<file path="config.mk">
export PLATFORM = sky130hd
export DESIGN_NAME = load_store_unit
export DESIGN_NICKNAME = d
export VERILOG_FILES = /design/src/rtl/core_pkg.sv /design/src/rtl/lsu_align.sv /design/src/rtl/load_store_unit.sv
export SDC_FILE = /design/constraint.sdc
export NUM_CORES = 1
export LEC_CHECK = 0
export BUFFER_PORTS_ARGS = -buffer_cell sky130_fd_sc_hd__clkbuf_2
export CAP_MARGIN = 30
export CORE_MARGIN = 5
export CORE_UTILIZATION = 49
export DETAILED_ROUTE_END_ITERATION = 7
export PLACE_DENSITY_LB_ADDON = 0.15
export SLEW_MARGIN = 20
export SYNTH_ARGS = -nofsm -noshare
export SYNTH_HDL_FRONTEND = slang
export SYNTH_SLANG_ARGS = --single-unit
</file>
<file path="constraint.sdc">
create_clock -name clk_i -period 4.13 [get_ports clk_i]
set_clock_uncertainty 0.2 [all_clocks]
set_input_delay 0.2065 -clock clk_i [delete_from_list [all_inputs] [get_ports clk_i]]
set_output_delay 0.2065 -clock clk_i [all_outputs]
set_load 0.1 [all_outputs]
</file>
<file path="src/rtl/core_pkg.sv">
// -----------------------------------------------------------------------------
// core_pkg
// Shared types and constants for the RISC-V core datapath: the ALU operation
// enum and the load/store unit state type, funct3 access codes and the small
// decode helpers the load/store unit uses at request accept.
// No ports (package).
// -----------------------------------------------------------------------------
package core_pkg;

   typedef enum logic [3:0] {
      ALU_ADD  = 4'd0,
      ALU_SUB  = 4'd1,
      ALU_SLL  = 4'd2,
      ALU_SLT  = 4'd3,
      ALU_SLTU = 4'd4,
      ALU_XOR  = 4'd5,
      ALU_SRL  = 4'd6,
      ALU_SRA  = 4'd7,
      ALU_OR   = 4'd8,
      ALU_AND  = 4'd9
   } alu_op_e;

   typedef enum logic [1:0] {
      LSU_IDLE = 2'd0,
      LSU_REQ  = 2'd1,
      LSU_WAIT = 2'd2,
      LSU_DONE = 2'd3
   } lsu_state_e;

   // funct3 access size/sign codes shared by loads and stores
   localparam logic [2:0] LSU_B  = 3'b000;
   localparam logic [2:0] LSU_H  = 3'b001;
   localparam logic [2:0] LSU_W  = 3'b010;
   localparam logic [2:0] LSU_BU = 3'b100;
   localparam logic [2:0] LSU_HU = 3'b101;

   // True when funct3 names a real access for the given direction.
   function automatic logic lsu_funct3_legal(input logic [2:0] funct3, input logic is_store);
      logic legal;
      case (funct3)
         LSU_B, LSU_H, LSU_W: legal = 1'b1;
         LSU_BU, LSU_HU:      legal = !is_store;
         default:             legal = 1'b0;
      endcase
      return legal;
   endfunction

   // True when the address is not naturally aligned for the access size.
   function automatic logic lsu_misaligned(input logic [2:0] funct3, input logic [1:0] offset);
      logic mis;
      case (funct3)
         LSU_H, LSU_HU: mis = offset[0];
         LSU_W:         mis = (offset != 2'b00);
         default:       mis = 1'b0;
      endcase
      return mis;
   endfunction

endpackage

</file>
<file path="src/rtl/lsu_align.sv">
// -----------------------------------------------------------------------------
// lsu_align
// Combinational byte-lane logic for the load/store unit.
//   Store side: byte enables and lane-replicated store data from the access
//               size and the low address bits of the incoming request.
//   Load side : lane select from the returned bus word and sign/zero extension.
// Ports:
//   st_size   [1:0]  in  : funct3[1:0] of the request (00 byte, 01 half, else word)
//   st_offset [1:0]  in  : addr[1:0] of the request
//   st_data   [31:0] in  : store data (rs2)
//   be        [3:0]  out : bus byte enables
//   st_lanes  [31:0] out : replicated store data
//   ld_funct3 [2:0]  in  : registered funct3 of the load
//   ld_offset [1:0]  in  : registered addr[1:0] of the load
//   ld_word   [31:0] in  : raw bus read word
//   ld_data   [31:0] out : extended load result
// Low address bits that do not fit the access size are ignored (half uses
// addr[1] only, word uses lane 0).
// -----------------------------------------------------------------------------
module lsu_align
   import core_pkg::*;
(
   input  logic [1:0]  st_size,
   input  logic [1:0]  st_offset,
   input  logic [31:0] st_data,
   output logic [3:0]  be,
   output logic [31:0] st_lanes,
   input  logic [2:0]  ld_funct3,
   input  logic [1:0]  ld_offset,
   input  logic [31:0] ld_word,
   output logic [31:0] ld_data
);

   logic [7:0]  ld_byte;
   logic [15:0] ld_half;

   // Byte enables and store lane replication.
   always_comb begin
      be       = 4'b0000;
      st_lanes = 32'h0000_0000;
      case (st_size)
         2'b00: begin
            be       = 4'b0001 << st_offset;
            st_lanes = {4{st_data[7:0]}};
         end
         2'b01: begin
            be       = 4'b0011 << {st_offset[1], 1'b0};
            st_lanes = {2{st_data[15:0]}};
         end
         default: begin
            be       = 4'b1111;
            st_lanes = st_data;
         end
      endcase
   end

   // Load lane select and extension.
   always_comb begin
      ld_byte = 8'h00;
      ld_half = 16'h0000;
      ld_data = 32'h0000_0000;
      case (ld_offset)
         2'b00:   ld_byte = ld_word[7:0];
         2'b01:   ld_byte = ld_word[15:8];
         2'b10:   ld_byte = ld_word[23:16];
         default: ld_byte = ld_word[31:24];
      endcase
      if (ld_offset[1]) begin
         ld_half = ld_word[31:16];
      end else begin
         ld_half = ld_word[15:0];
      end
      case (ld_funct3)
         LSU_B:   ld_data = {{24{ld_byte[7]}}, ld_byte};
         LSU_BU:  ld_data = {24'h00_0000, ld_byte};
         LSU_H:   ld_data = {{16{ld_half[15]}}, ld_half};
         LSU_HU:  ld_data = {16'h0000, ld_half};
         default: ld_data = ld_word;
      endcase
   end

endmodule

</file>
<file path="src/rtl/load_store_unit.sv">
// -----------------------------------------------------------------------------
// load_store_unit
// Multi-cycle load/store unit behind the ALU. Accepts one memory op at a time,
// runs a valid/grant/rvalid transaction on the data bus, aligns byte lanes,
// extends load data and flags illegal ops and response timeouts.
// Optional build macro: LSU_MISALIGN_TRAP_EN -- when defined, misaligned half
// and word accesses are rejected with err_o and never reach the bus; when not
// defined the offending low address bits are ignored.
// Parameters:
//   TIMEOUT_CYCLES : cycles allowed in REQ+WAIT before a bus error (0 = never)
//   CNT_W          : timeout counter width (TIMEOUT_CYCLES < 2**CNT_W)
// Ports:
//   clk_i, rst_i (async, active high)
//   req_valid_i, mem_read_i, mem_write_i, funct3_i[2:0], addr_i[31:0], wdata_i[31:0]
//   busy_o, done_o, rdata_o[31:0], err_o                (core side, registered)
//   mem_req_o, mem_we_o, mem_addr_o[31:0], mem_be_o[3:0], mem_wdata_o[31:0]
//   mem_gnt_i, mem_rvalid_i, mem_rdata_i[31:0]          (data-memory bus)
// -----------------------------------------------------------------------------
module load_store_unit
   import core_pkg::*;
#(
   parameter int TIMEOUT_CYCLES = 16,
   parameter int CNT_W          = 8
) (
   input  logic        clk_i,
   input  logic        rst_i,
   input  logic        req_valid_i,
   input  logic        mem_read_i,
   input  logic        mem_write_i,
   input  logic [2:0]  funct3_i,
   input  logic [31:0] addr_i,
   input  logic [31:0] wdata_i,
   output logic        busy_o,
   output logic        done_o,
   output logic [31:0] rdata_o,
   output logic        err_o,
   output logic        mem_req_o,
   output logic        mem_we_o,
   output logic [31:0] mem_addr_o,
   output logic [3:0]  mem_be_o,
   output logic [31:0] mem_wdata_o,
   input  logic        mem_gnt_i,
   input  logic        mem_rvalid_i,
   input  logic [31:0] mem_rdata_i
);

   // Last counter value before the timeout fires; only meaningful when enabled.
   localparam logic [CNT_W-1:0] CNT_LAST = CNT_W'(TIMEOUT_CYCLES - 1);
   localparam logic [CNT_W-1:0] CNT_MAX  = {CNT_W{1'b1}};
   localparam logic [CNT_W-1:0] CNT_ONE  = {{(CNT_W-1){1'b0}}, 1'b1};

   lsu_state_e        state;
   logic              req_is_load;
   logic [2:0]        req_funct3;
   logic [1:0]        req_offset;
   logic [CNT_W-1:0]  cnt;
   logic [CNT_W-1:0]  cnt_next;
   logic              start;
   logic              accept_err;
   logic              timeout_hit;
   logic [3:0]        be;
   logic [31:0]       st_lanes;
   logic [31:0]       ld_data;

   // Store side is fed from the live request so the bus fields are ready in
   // the first REQ cycle; load side uses the registered request.
   lsu_align u_align (
      .st_size   (funct3_i[1:0]),
      .st_offset (addr_i[1:0]),
      .st_data   (wdata_i),
      .be        (be),
      .st_lanes  (st_lanes),
      .ld_funct3 (req_funct3),
      .ld_offset (req_offset),
      .ld_word   (mem_rdata_i),
      .ld_data   (ld_data)
   );

   // Request acceptance and accept-time error decode.
   always_comb begin
      start      = req_valid_i && (mem_read_i || mem_write_i);
`ifdef LSU_MISALIGN_TRAP_EN
      accept_err = (mem_read_i && mem_write_i)
                   || !lsu_funct3_legal(funct3_i, mem_write_i)
                   || lsu_misaligned(funct3_i, addr_i[1:0]);
`else
      accept_err = (mem_read_i && mem_write_i)
                   || !lsu_funct3_legal(funct3_i, mem_write_i);
`endif
   end

   // Timeout detect and saturating counter increment.
   always_comb begin
      if (TIMEOUT_CYCLES != 0) begin
         timeout_hit = (cnt >= CNT_LAST);
      end else begin
         timeout_hit = 1'b0;
      end
      if (cnt == CNT_MAX) begin
         cnt_next = cnt;
      end else begin
         cnt_next = cnt + CNT_ONE;
      end
   end

   // Transaction FSM with registered core and bus outputs.
   always_ff @(posedge clk_i or posedge rst_i) begin
      if (rst_i) begin
         state       <= LSU_IDLE;
         busy_o      <= 1'b0;
         done_o      <= 1'b0;
         err_o       <= 1'b0;
         rdata_o     <= 32'h0000_0000;
         mem_req_o   <= 1'b0;
         mem_we_o    <= 1'b0;
         mem_addr_o  <= 32'h0000_0000;
         mem_be_o    <= 4'b0000;
         mem_wdata_o <= 32'h0000_0000;
         req_is_load <= 1'b0;
         req_funct3  <= 3'b000;
         req_offset  <= 2'b00;
         cnt         <= {CNT_W{1'b0}};
      end else begin
         case (state)
            LSU_IDLE: begin
               if (start) begin
                  busy_o      <= 1'b1;
                  rdata_o     <= 32'h0000_0000;
                  req_is_load <= mem_read_i;
                  req_funct3  <= funct3_i;
                  req_offset  <= addr_i[1:0];
                  cnt         <= {CNT_W{1'b0}};
                  if (accept_err) begin
                     state  <= LSU_DONE;
                     done_o <= 1'b1;
                     err_o  <= 1'b1;
                  end else begin
                     state       <= LSU_REQ;
                     mem_req_o   <= 1'b1;
                     mem_we_o    <= mem_write_i;
                     mem_addr_o  <= {addr_i[31:2], 2'b00};
                     mem_be_o    <= be;
                     mem_wdata_o <= st_lanes;
                  end
               end
            end
            LSU_REQ: begin
               cnt <= cnt_next;
               // A grant in the timeout cycle still completes the handshake.
               if (mem_gnt_i) begin
                  mem_req_o <= 1'b0;
                  mem_we_o  <= 1'b0;
                  if (req_is_load) begin
                     state <= LSU_WAIT;
                  end else begin
                     state  <= LSU_DONE;
                     done_o <= 1'b1;
                  end
               end else if (timeout_hit) begin
                  mem_req_o <= 1'b0;
                  mem_we_o  <= 1'b0;
                  state     <= LSU_DONE;
                  done_o    <= 1'b1;
                  err_o     <= 1'b1;
               end
            end
            LSU_WAIT: begin
               cnt <= cnt_next;
               // Data arriving in the timeout cycle wins over the error.
               if (mem_rvalid_i) begin
                  rdata_o <= ld_data;
                  state   <= LSU_DONE;
                  done_o  <= 1'b1;
               end else if (timeout_hit) begin
                  rdata_o <= 32'h0000_0000;
                  state   <= LSU_DONE;
                  done_o  <= 1'b1;
                  err_o   <= 1'b1;
               end
            end
            LSU_DONE: begin
               state  <= LSU_IDLE;
               busy_o <= 1'b0;
               done_o <= 1'b0;
               err_o  <= 1'b0;
            end
            default: begin
               state     <= LSU_IDLE;
               busy_o    <= 1'b0;
               done_o    <= 1'b0;
               err_o     <= 1'b0;
               mem_req_o <= 1'b0;
               mem_we_o  <= 1'b0;
            end
         endcase
      end
   end

endmodule

</file>
==> results.tsv, run 1 <==
stage	metric	value	unit
timing	tightest_slew	0.944	ns
min_path	holdPathEnd	mem_we_o	
layout	layout-drive-gt1-share	39.2	%
die	start_util	50.2	%
global_routing	grt_pass1_wl	29800	um
synthesis	yosysWarningCount	0	
job	max_cap_viol_count	0	
synthesis	avgSynthCellArea	10.8	um2
clock_network	clockBufferDepth	2	
die	die_x	119	um
timing	slew_headroom	36.8	%
synthesis	netlist_area	5780	um2
die	rows	39	
timing	hold_violations	0	
global_routing	grt_antenna_before_repair	0	
timing	fin_crit	2.83	ns
worst_setup_path	reg2reg_from	state[1]	
layout	syn_to_final_growth	45.2	%
clock_network	clk_latency	0.42	ns
clock_network	tritoncts	built	
layout	final_cell_mix	clkbuf_2 (208), dfrtp_1 (119), dlygate4sd3_1 (90)	
global_routing	grtUsageTotal	26.6	%
clock_network	cts_made_buffers	17	
global_routing	grt_max_degree	68	
min_path	holdPathStages	3	
synthesis	synth-seq-cells	119	
synthesis	synth_top_flop_cell	dfrtp_1	
layout	final_common_cell	clkbuf_2	
clock_network	cts_root_buffer	clkbuf_16	
worst_setup_path	r2r_slack	1.30	ns
die	die-area	14100	um2
detailed_routing	drt_iter0_markers	408	
die	design.portCount	211	
synthesis	synth_cells	533	
timing	setup-violations-final	0	
worst_setup_path	cp_data_arrival_time	2.92	ns
timing	drv_slew	0	
timing	fmax	0.354	GHz
detailed_routing	via_count	5437	
place	io_buffers	208	
place	globalplace.congestion	0.904	
global_routing	grt_pass1_vias	5671	
place	dp_hpwl	12200	um
worst_setup_path	critPathLaunchType	flip-flop	
die	fp.dieH	119	um
place	dp_cells	853	
detailed_routing	dr.pass1.iters	5	
worst_setup_path	critPathRequiredTime	4.23	ns
synthesis	synthArstFlopShare	100	%
status	outcome	finished, final reports clean	
worst_setup_path	reg2reg_to	mem_wdata_o[4]	
clock_network	clk_pin_slew	0.05	ns
worst_setup_path	endpoint_kind	flip-flop	
global_routing	grt_overflow	0	
synthesis	ys_types	55	
timing	period_share	68.4	%
synthesis	ys_seq_area_share	51.5	%
clock_network	clkSinkCount	119	
layout	nNetsFinal	931	
detailed_routing	wl	18400	um
detailed_routing	ant_nets	0	
clock_network	h-tree-depth	4	
timing	rsz0062_at_grt	false	
synthesis	synth_edf_count	0	
layout	n_antenna_cell	0	
timing	fin_tns_setup	0	ns
detailed_routing	viasPerCell	5.58	
worst_setup_path	path_max_fanout	40	
worst_setup_path	reg2reg_depth	6	
min_path	hp-class	in -> reg	
die	core_area	11500	um2
min_path	hp-start	mem_write_i	
detailed_routing	drc_errors	0	
layout	layout.cells.non_filler	975	
worst_setup_path	critical_path_class	reg -> reg	
detailed_routing	wire_per_inst	18.9	um
## cell families after synthesis
logic type,after synthesis,share of synthesized area [%]
DFF,119,51.5
other,1,0.0648
buffers and inverters,59,4.52
muxes,71,13.5
adders and majority gates,6,1.30
AOI/OAI and AO/OA,155,18.8
and+or+nand+nor,122,10.3
## how the worst max path moves through the flow
stage          startpoint        endpoint  depth (start not counted)
2_1_floorplan       rst_i          busy_o                          1
3_3_place_gp     state[1]  mem_wdata_o[5]                          6
3_5_place_dp     state[1]  mem_addr_o[12]                          6
4_1_cts          state[1]  mem_addr_o[12]                          6
5_1_grt          state[1]  mem_wdata_o[4]                          6
6_report         state[1]  mem_wdata_o[4]                          6
## flip-flops by register name, summed over array words and instances (netlist names)
signal / flops
mem_we_o: 1
err_o: 1
cnt: 8
rdata_o: 32
done_o: 1
req_is_load: 1
busy_o: 1
req_offset: 2
mem_addr_o: 30
mem_req_o: 1
mem_be_o: 4
req_funct3: 3
mem_wdata_o: 32
state: 2
## timing repair
action                     4_1_cts  5_1_grt
setup endpoints to repair        0        0
buffers inserted                 0        0
resized for setup                0        0
hold endpoints to repair       157        0
hold buffers                    90        0
## routing by layer
metal  vias up  wire length [um]  track usage [%]
met3        38              1460             8.26
li1       2512                 -                -
met5         -                 0                0
met2       260              9480             46.4
met1      2627              6970             30.3
met4         0               492             10.6
## worst max-delay path, cell delays in order (launching register included)
cell,delay [ns]
dfrtp_1,0.42
inv_1,0.12
ha_1,0.34
o211a_1,0.48
nand3_4,0.41
buf_4,0.41
mux2_2,0.32
## synth_stat cells (6+ instances only)
cell type  instances  area share (%)
dfrtp_1          119              51
o21ai_0           56             4.8
nand2_1           53             3.4
mux2_2            44             8.6
a21oi_1           33             2.9
mux2i_1           26             4.5
clkbuf_1          23             1.5
inv_1             21             1.4
nor2_1            19             1.2
a221o_2           17             3.3
nand3_1           12             1.0
buf_2              8            0.69
a22o_2             7             1.2
nand2b_1           7            0.76
o32ai_1            7             1.1
ha_1               6             1.3
## layout make-up
| type | count | area [um2] |
|---|---|---|
| inverter | 21 | 81.3 |
| timing repair buffer | 304 | 1990 |
| clock inverter | 13 | 180 |
| multi-input combinational | 356 | 2560 |
| tap | 143 | 179 |
| clock buffer | 19 | 433 |
| fill | 822 | 3120 |
| sequential | 119 | 2980 |
## stage by stage
| step | area [um2] | util [%] | hold WS, ns | setup slack [ns] |
|---|---|---|---|---|
| finish | 8400 | 72.9 | 0.0201 | 1.30 |
| global route | 8400 | 72.9 | 0.0350 | 1.08 |
| CTS | 8400 | 72.9 | 0.00556 | 1.32 |
| detailed placement | 6880 | 59.8 | 0.229 | 1.33 |
| global placement | 6880 | 59.8 | 0.206 | 1.41 |
| floorplan | 5790 | - | 0.112 | 0.566 |
Power of run 1 is left out: the tool's default activity adds up to more than one toggle a clock period on the data nets, which glitch-free logic cannot reach.
==> run 2, diff against run 1 <==
Settings changed: ABC_AREA set to 1.
Clock period 4.13 ns to 2.8 ns, I/O delays scaled along.
==> results.tsv, run 2 <==
stage	metric	value	unit	change
status	outcome	finished, final reports clean		
detailed_routing	drt_iter0_markers	470		+15%
timing	hold_violations	0		unchanged
min_path	hp-class	in -> reg		
synthesis	netlist_area	6050	um2	+4.6%
clock_network	h-tree-depth	4		unchanged
min_path	holdPathStages	3		unchanged
global_routing	grtUsageTotal	27.8	%	+1.3 points
clock_network	clk_latency	0.41	ns	about the same
clock_network	clk_pin_slew	0.06	ns	about the same
worst_setup_path	path_cells	inv_1, ha_4, nand3_4, nor2_4, buf_12, nor2_1, a31oi_1, dlygate4sd3_1		
worst_setup_path	cp_data_arrival_time	2.71	ns	-0.21 ns
place	dp_hpwl	12000	um	-2.0%
clock_network	tritoncts	built		
synthesis	synth.area.top_cells	dfrtp_1 (49%), nand2_1 (20%), nor2_1 (5.3%), o21ai_0 (5.2%), a21oi_1 (4.1%)		
global_routing	grt_pass1_vias	6672		+18%
synthesis	ys_seq_area_share	49.2	%	-2.3 points
detailed_routing	viasPerCell	5.10		-8.6%
synthesis	avgSynthCellArea	7.52	um2	-31%
die	fp.dieH	121	um	+2.1%
worst_setup_path	reg2reg_from	state[0]		
clock_network	clockBufferDepth	2		unchanged
worst_setup_path	critPathRequiredTime	2.95	ns	-1.28 ns
clock_network	clkSinkCount	119		unchanged
die	design.portCount	211		unchanged
die	die_x	121	um	+2.1%
worst_setup_path	critical_path_class	reg -> reg		
layout	final_common_cell	nand2_1		
synthesis	synth-seq-cells	119		unchanged
synthesis	synth_top_area_share	49.2	%	-2.3 points
clock_network	cts_setup_buffers	0		unchanged
die	core_area	12100	um2	+4.7%
worst_setup_path	reg2reg_to	mem_wdata_o[19]		
timing	period_share	91.6	%	+23 points
layout	nNetsFinal	1223		+31%
place	dpl_cell_area	7130	um2	+3.6%
global_routing	grt_pass1_wl	32400	um	+8.8%
timing	setup-violations-final	0		unchanged
die	rows	40		+2.6%
timing	rsz0062_at_grt	false		
detailed_routing	wire_per_inst	15.2	um	-20%
place	io_buffers	208		unchanged
timing	tightest_slew	0.764	ns	-0.180 ns
detailed_routing	ant_nets	0		unchanged
layout	syn_to_final_growth	46.2	%	
timing	drv_slew	0		unchanged
clock_network	cts_root_buffer	clkbuf_16		
synthesis	yosysTopAreaCell	dfrtp_1		
min_path	hp-start	funct3_i[0]		
synthesis	synth_top_flop_cell	dfrtp_1		
layout	design_area	8840	um2	+5.3%
worst_setup_path	cpMaxStageDelayCell	dlygate4sd3_1		
global_routing	grt_overflow	0		unchanged
layout	layout.cells.non_filler	1293		+33%
synthesis	synth.most_common_cell	nand2_1		
place	dp_cells	1147		+34%
clock_network	cts_made_buffers	17		unchanged
place	globalplace.congestion	0.836		-7.5%
detailed_routing	dr.pass1.iters	5		unchanged
detailed_routing	drc_errors	0		unchanged
timing	slew_headroom	49.0	%	+12 points
layout	top_regs	mem_wdata_o x32, rdata_o x32, mem_addr_o x30		
worst_setup_path	reg2reg_depth	8		+2
timing	fin_crit	2.56	ns	-0.262 ns
worst_setup_path	r2r_slack	0.24	ns	-1.07 ns
global_routing	grt_antenna_before_repair	0		unchanged
job	max_cap_viol_count	0		unchanged
die	die-area	14700	um2	+4.2%
worst_setup_path	critical-path-max-stage-delay	0.60	ns	+0.12 ns
synthesis	yosysWarningCount	0		unchanged
layout	layout-drive-gt1-share	24.1	%	-15 points
detailed_routing	via_count	6591		+21%
worst_setup_path	critPathLaunchType	flip-flop		
synthesis	synth_cells	804		+51%
synthesis	synth_top_cells_by_count	nand2_1 (317), dfrtp_1 (119), nor2_1 (85)		
layout	final_cell_mix	nand2_1 (317), clkbuf_2 (208), dfrtp_1 (119)		
synthesis	ys_types	31		-44%
detailed_routing	wl	19600	um	+6.5%
timing	fmax	0.390	GHz	+10%
worst_setup_path	path_max_fanout	60		+50%
synthesis	synthArstFlopShare	100	%	unchanged
synthesis	synth_edf_count	0		unchanged
die	start_util	50.1	%	-0.072 points
worst_setup_path	endpoint_kind	flip-flop		
timing	fin_tns_setup	0	ns	unchanged
global_routing	grt_max_degree	61		-10%
min_path	holdPathEnd	req_funct3[0]		
run 2: cell types whose count changed in the layout (fill, tap and decap cells not counted), moves of 18 or more:
cell | previous run | this run
nand3_1 | 11 | 29
nor2_1 | 19 | 85
nand2_1 | 53 | 317
dlygate4sd3_1 | 90 | 113
mux2_2 | 44 | 0
mux2i_1 | 26 | 0
run 2: kinds of logic (layout without fill, tap and decap cells):
kind of cell / after synthesis / after routing / share of synthesized area (%)
AOI/OAI and AO/OA: 141 / 141 / 12.5
xor gates and xnor gates: 3 / 3 / 0.435
adders and majority gates: 6 / 6 / 1.24
buffers and inverters: 84 / 403 / 6.70
DFF: 119 / 119 / 49.2
other: 1 / 3 / 0.0620
and+or+nand+nor: 450 / 450 / 29.9
run 2: how the worst max path moves through the flow:
stage,start,to,slack [ns]
finish,state[0],mem_wdata_o[19],0.24
global route,state[0],mem_wdata_o[19],0.06
CTS,state[0],mem_wdata_o[22],0.03
detailed placement,state[0],rdata_o[4],0.40
global placement,state[0],rdata_o[5],0.53
floorplan,state[0],rdata_o[0],0.96
run 2: area by class of cell:
type / count / area (um2)
sequential: 119 / 2980
multi-input combinational: 602 / 2690
antenna: 1 / 2.50
timing repair buffer: 329 / 2240
fill: 888 / 3220
tap: 168 / 210
clock inverter: 11 / 98.8
clock buffer: 21 / 460
inverter: 42 / 161
run 2: worst max-delay path: cells and delay by family, from the launching register on:
family	cells	cell delay [ns]
compound gates	1	0.19
fa+ha+maj	1	0.24
buf+inv	3	1.02
flops	1	0.41
simple gates	3	0.42
run 2: metrics by stage:
| step | setup slack, ns | utilization [%] | hold WS, ns |
|---|---|---|---|
| 2_1_floorplan | 0.958 | - | 0.0496 |
| 3_3_place_gp | 0.529 | 59.1 | 0.140 |
| 3_5_place_dp | 0.399 | 59.1 | 0.146 |
| 4_1_cts | 0.0324 | 73.1 | 0.00445 |
| 5_1_grt | 0.0609 | 73.3 | 0.0293 |
| 6_report | 0.236 | 73.3 | 0.0137 |
run 2: metal layers:
layer  GRT usage, %  vias up  routed length [um]  share of wire [%]
li1               -     3175                   -                  -
met1           33.7     3035                7880                 40
met2           45.3      310                9470                 48
met3           7.41       71                1440                7.4
met4           14.9        0                 811                4.1
met5              0        -                   0                  0
run 2: timing repair:
item / CTS / global route
hold buffers: 113 / 0
hold endpoints to repair: 226 / 0
resized for setup: 0 / 3
endpoints found under the setup margin: 0 / 6
Power of run 2 is left out for the same reason.
